## src/rtl/riscv_ctrl_fsm.sv

```systemverilog
// Multi-cycle fetch/decode/execute/mem/writeback sequencer for the single-issue core.
// Outputs decode combinationally from the state register; unknown opcodes and stuck memory waits trap.
module riscv_ctrl_fsm #(
  parameter int CNT_W     = 32,
  parameter int TIMEOUT_W = 8
) (
  input  logic             clk,
  input  logic             rst,
  input  logic             run,
  output logic             imem_req,
  input  logic             imem_ready,
  input  logic             imem_rvalid,
  output logic             ir_we,
  input  logic             dec_valid,
  input  logic             dec_is_load,
  input  logic             dec_is_store,
  input  logic             dec_rf_wen,
  output logic             dmem_req,
  output logic             dmem_we,
  input  logic             dmem_ready,
  input  logic             dmem_rvalid,
  output logic             rf_we,
  output logic             pc_we,
  output logic             trap,
  output logic [2:0]       state_o,
  output logic [CNT_W-1:0] retired
);

  typedef enum logic [2:0] {
    F_REQ  = 3'd0,
    F_WAIT = 3'd1,
    DECODE = 3'd2,
    EXEC   = 3'd3,
    M_REQ  = 3'd4,
    M_WAIT = 3'd5,
    WB     = 3'd6,
    TRAP   = 3'd7
  } state_t;

  // The current cycle is the (wait_cnt+1)-th counted cycle, so the wait that
  // reaches 2^TIMEOUT_W-1 counted cycles without an exit is the last one allowed.
  localparam logic [TIMEOUT_W-1:0] TO_LAST = TIMEOUT_W'(2**TIMEOUT_W - 2);

  state_t               state, state_nx;
  logic [TIMEOUT_W-1:0] wait_cnt, wait_cnt_nx;
  logic [CNT_W-1:0]     ret_cnt;
  logic                 counting;
  logic                 timeout;

  always_ff @(posedge clk) begin
    if (rst) begin
      state    <= F_REQ;
      wait_cnt <= '0;
      ret_cnt  <= '0;
    end else begin
      state    <= state_nx;
      wait_cnt <= wait_cnt_nx;
      if (state == WB) ret_cnt <= ret_cnt + 1'b1;
    end
  end

  always_comb begin
    state_nx    = state;
    wait_cnt_nx = wait_cnt;
    counting    = (state == F_REQ && run) || (state == F_WAIT) ||
                  (state == M_REQ) || (state == M_WAIT);
    timeout     = counting && (wait_cnt == TO_LAST);

    case (state)
      F_REQ: begin
        if (run && imem_ready) state_nx = F_WAIT;
        else if (timeout)      state_nx = TRAP;
      end
      F_WAIT: begin
        if (imem_rvalid)  state_nx = DECODE;
        else if (timeout) state_nx = TRAP;
      end
      DECODE: state_nx = dec_valid ? EXEC : TRAP;
      EXEC:   state_nx = (dec_is_load || dec_is_store) ? M_REQ : WB;
      M_REQ: begin
        if (dmem_ready)   state_nx = dec_is_store ? WB : M_WAIT;
        else if (timeout) state_nx = TRAP;
      end
      M_WAIT: begin
        if (dmem_rvalid)  state_nx = WB;
        else if (timeout) state_nx = TRAP;
      end
      WB:      state_nx = F_REQ;
      default: state_nx = TRAP;
    endcase

    if (state_nx != state) wait_cnt_nx = '0;
    else if (counting)     wait_cnt_nx = wait_cnt + 1'b1;
  end

  always_comb begin
    imem_req = 1'b0;
    ir_we    = 1'b0;
    dmem_req = 1'b0;
    dmem_we  = 1'b0;
    rf_we    = 1'b0;
    pc_we    = 1'b0;
    trap     = 1'b0;
    state_o  = 3'd0;
    retired  = '0;
    if (!rst) begin
      state_o = state;
      retired = ret_cnt;
      case (state)
        F_REQ:  imem_req = run;
        F_WAIT: ir_we    = imem_rvalid;
        M_REQ: begin
          dmem_req = 1'b1;
          dmem_we  = dec_is_store;
        end
        WB: begin
          rf_we = dec_rf_wen;
          pc_we = 1'b1;
        end
        TRAP:    trap = 1'b1;
        default: ;
      endcase
    end
  end

endmodule

```

## config.mk

```make
export PLATFORM = sky130hd
export DESIGN_NAME = riscv_ctrl_fsm
export DESIGN_NICKNAME = d
export VERILOG_FILES = /design/src/rtl/riscv_ctrl_fsm.sv
export SDC_FILE = /design/constraint.sdc
export NUM_CORES = 1
export LEC_CHECK = 0
export CORE_MARGIN = 1.5
export CORE_UTILIZATION = 55
export DETAILED_ROUTE_END_ITERATION = 8
export PLACE_DENSITY = 0.86
export SLEW_MARGIN = 20
export SYNTH_ARGS = -nofsm -noshare
export SYNTH_HDL_FRONTEND = slang
export SYNTH_SLANG_ARGS = --single-unit
```

## constraint.sdc

```tcl
create_clock -name clk -period 4.05 [get_ports clk]
set_clock_uncertainty 0.05 [all_clocks]
set_input_delay 0.81 -clock clk [delete_from_list [all_inputs] [get_ports clk]]
set_output_delay 0.81 -clock clk [all_outputs]
set_load 0.01 [all_outputs]
```

==> parameters.txt <==
Parameter                              Value

Outcome
  Run status ... complete, no violations

Clock tree
  Clk buf depth ... 2
  Setup fix buffers added after clock tree synthesis ... 0
  Number of instances resized during post-cts repair ... 0
  Clock insertion delay at the later pin of the skew report ... 0.29 ns
  CTS hold repair buffers ... 0
  Clock-pin slew on the worst setup and hold paths ... ~0.080 ns
  TritonCTS clock tree ... built
  CTS Sinks ... 43
  Number of H-tree branching levels ... 2
  CTS buffer count ... 5
  CTS root buffer ... sky130_fd_sc_hd__clkbuf_8

Global route
  Overflow left after global routing ... 0
  Number of global-route vias before repair ... between 1500 and 2000
  Antenna violations before repair ... 0
  First-pass GRT wire length ... approximately 9000 um
  Overall fraction of global-route tracks in use ... 0.217
  Pin count of the biggest net entering global routing ... 58

Synthesis
  Warnings, synthesis ... 0
  Yosys top cell by area ... sky130_fd_sc_hd__dfxtp_1
  Asr flop ratio synth ... 0
  Average footprint of a synthesized cell ... approximately 8.1 sq um
  Dominant synthesized flop cell ... sky130_fd_sc_hd__dfxtp_1
  Number of synthesized flops with an enable pin ... 0
  Net Count, Synth ... 317
  Mapped Area ... 2460 sq um
  Number of different library cells in the post-synthesis netlist ... between 40 and 50
  Post-Syn Instances ... roughly 300
  Seq/Total Area, Yosys ... 0.350
  Area contributors post-synth ... sky130_fd_sc_hd__dfxtp_1, sky130_fd_sc_hd__xnor2_1, sky130_fd_sc_hd__nor2b_1, sky130_fd_sc_hd__nor2_1, sky130_fd_sc_hd__xor2_1
  Total of flip-flops plus latches after synthesis ... 43
  Portion of synthesized cell area occupied by the leading cell type ... 0.350

Die
  Effective utilization at floorplan ... 0.569
  Row count ... 24
  Core area ... about 4300 sq um
  Die extent in x ... 69.9 um
  Vertical die dimension ... around 70 um
  I/O pin total ... 53
  Die area ... between 4000 and 5000 sq um

Detailed routing
  Final routed wire length divided by cell count ... 13.2 um
  Final wirelength ... 5260 um
  Detailed-route vias per instance ... ~5.5
  First-pass iteration count of the detailed router ... 4
  Overall via count from detail_route ... 2189
  DRC violation total after the first TritonRoute iteration ... between 150 and 200
  Antenna-violating nets left ... 0
  Drc violations ... 0

Min path
  Class of the most critical hold timing path ... register to register

Job
  Max-cap violation count ... 0

Setup path
  Signal arrival time at the worst endpoint ... between 2 and 2.5 ns
  Maximum fanout encountered on the critical timing path ... 57
  Required arrival time at the worst endpoint ... 3.19 ns
  Category of the critical setup timing path ... input port to primary output
  Element type at the critical path start ... input port
  Endpoint class of the critical path ... primary output

STA
  Ratio of final minimum period to clock period ... 0.759
  Finish-stage setup viols ... 0
  Minimum clock period after layout ... 3.08 ns
  Hold violation count in the final report ... 0
  Final max-slew violation count ... 0
  Setup repair after global routing missed its margin ... false
  Maximum frequency from static timing analysis ... 325 MHz
  Slew at the pin closest to its max-slew limit ... ~0.78 ns
  Post-Route Setup TNS ... 0 ns
  Worst slew margin ... 0.481

Layout
  Antenna diode count ... 0
  Proportion of layout cells with a drive suffix above 1 ... 0.0778
  Fin nets ... 360
  Number of non-filler instances in the completed layout ... ~400
  Area Overhead vs Synth ... 26.1%

Placed design
  Placer congestion estimate ... 0.907
  DPL Wire Length ... 3630 um
  Number of placed instances, taps included ... approximately 390
  Quantity of I/O buffers inserted on ports ... 52

Power
  Pwr per Cell Area ... between 300 and 400 nW/um^2
  Max VDD drop ... around 0.28 mV
  Leak pwr ... 1.05 nW
## synth_stat cells (4+ instances only)
cell type / instances
sky130_fd_sc_hd__xor2_1: 8
sky130_fd_sc_hd__nor2_1: 51
sky130_fd_sc_hd__nor3_2: 6
sky130_fd_sc_hd__dfxtp_1: 43
sky130_fd_sc_hd__nor4_1: 6
sky130_fd_sc_hd__nand4_1: 9
sky130_fd_sc_hd__or3_1: 4
sky130_fd_sc_hd__xnor2_1: 23
sky130_fd_sc_hd__clkbuf_1: 13
sky130_fd_sc_hd__o21ai_0: 7
sky130_fd_sc_hd__nor3_1: 6
sky130_fd_sc_hd__inv_1: 10
sky130_fd_sc_hd__nand2_1: 16
sky130_fd_sc_hd__and3_1: 8
sky130_fd_sc_hd__nor2b_1: 31
sky130_fd_sc_hd__nand3_1: 11
sky130_fd_sc_hd__a21oi_1: 11
## worst paths after layout
kind / start / endpoint / slack, ns / depth (start not counted)
setup / recovery: rst / retired[26] / 0.97 / 4
hold / removal: wait_cnt[6] / wait_cnt[6] / 0.47 / 2
setup reg to reg: state[1] / ret_cnt[27] / 1.17 / 5
hold reg to reg: wait_cnt[6] / wait_cnt[6] / 0.47 / 2
## state kept, by name, summed over array words and instances (netlist names)
name,cells
ret_cnt,32
state,3
wait_cnt,8
## logic make-up (layout without fill, tap and decap cells)
kind of cell | Yosys count | after routing | synth area share
buffers and inverters | 27 | 71 | 0.0483
xor gates and xnor gates | 31 | 31 | 0.110
AOI/OAI and AO/OA | 31 | 31 | 0.0773
adders and majority gates | 3 | 3 | 0.0153
muxes | 3 | 3 | 0.0153
DFF | 43 | 43 | 0.350
and+or+nand+nor | 165 | 165 | 0.384
## final cells by class
type / count / area (sq um)
clock buffers: 5 / 68.8
clock inverters: 3 / 67.6
fillers: 359 / 1220
inverters: 10 / 37.5
multi-input cells: 233 / 1480
flip-flops and latches: 43 / 861
well taps: 52 / 65.1
repair buffers: 53 / 523
## critical path, stage by stage
cell and delay [ns]:
sky130_fd_sc_hd__buf_2 0.25, sky130_fd_sc_hd__buf_4 0.49, sky130_fd_sc_hd__nor2b_1 0.14, sky130_fd_sc_hd__clkdlybuf4s50_1 0.50
## cells in the final DEF, fill, tap and decap left out, drive strengths merged, types with 3 or more instances in the layout
master,n
nor2,51
clkdlybuf4s50,51
dfxtp,43
nor2b,31
xnor2,23
nand2,16
nor3,13
nand3,12
a21oi,11
nand4,11
inv,10
nor4,9
and3,8
xor2,8
o21ai,7
clkbuf,5
or3,4
and2,3
and4,3
a31oi,3
ha,3
mux2,3
## per-layer routing
layer / vias up / GRT usage / share of wire
met5: - / 0 / 0
met4: 0 / 0.0662 / 0.014
met3: 9 / 0.0404 / 0.033
met2: 45 / 0.354 / 0.48
met1: 1020 / 0.291 / 0.48
li1: 1115 / - / -
## through the flow
step | hold slack [ns] | cell area, sq um | utilization | setup WS (ns) | total power [W]
6_report | 0.466 | 3100 | 0.718 | 0.974 | 0.000971
5_1_grt | 0.520 | 3100 | 0.718 | 0.839 | 0.00101
4_1_cts | 0.461 | 3100 | 0.718 | 0.955 | 0.000973
3_5_place_dp | 0.449 | 2970 | 0.686 | 0.987 | 0.000586
3_3_place_gp | 0.438 | 2970 | 0.686 | 1.02 | 0.000583
2_1_floorplan | 0.417 | 2460 | - | 1.46 | 0.000546
## power breakdown
group          switching, W  leakage [nW]  internal, W
sequential        0.0000260         0.347     0.000433
combinational     0.0000655         0.644    0.0000536
clock              0.000147        0.0644     0.000246
No activity file was read; power rests on OpenSTA's default activity.
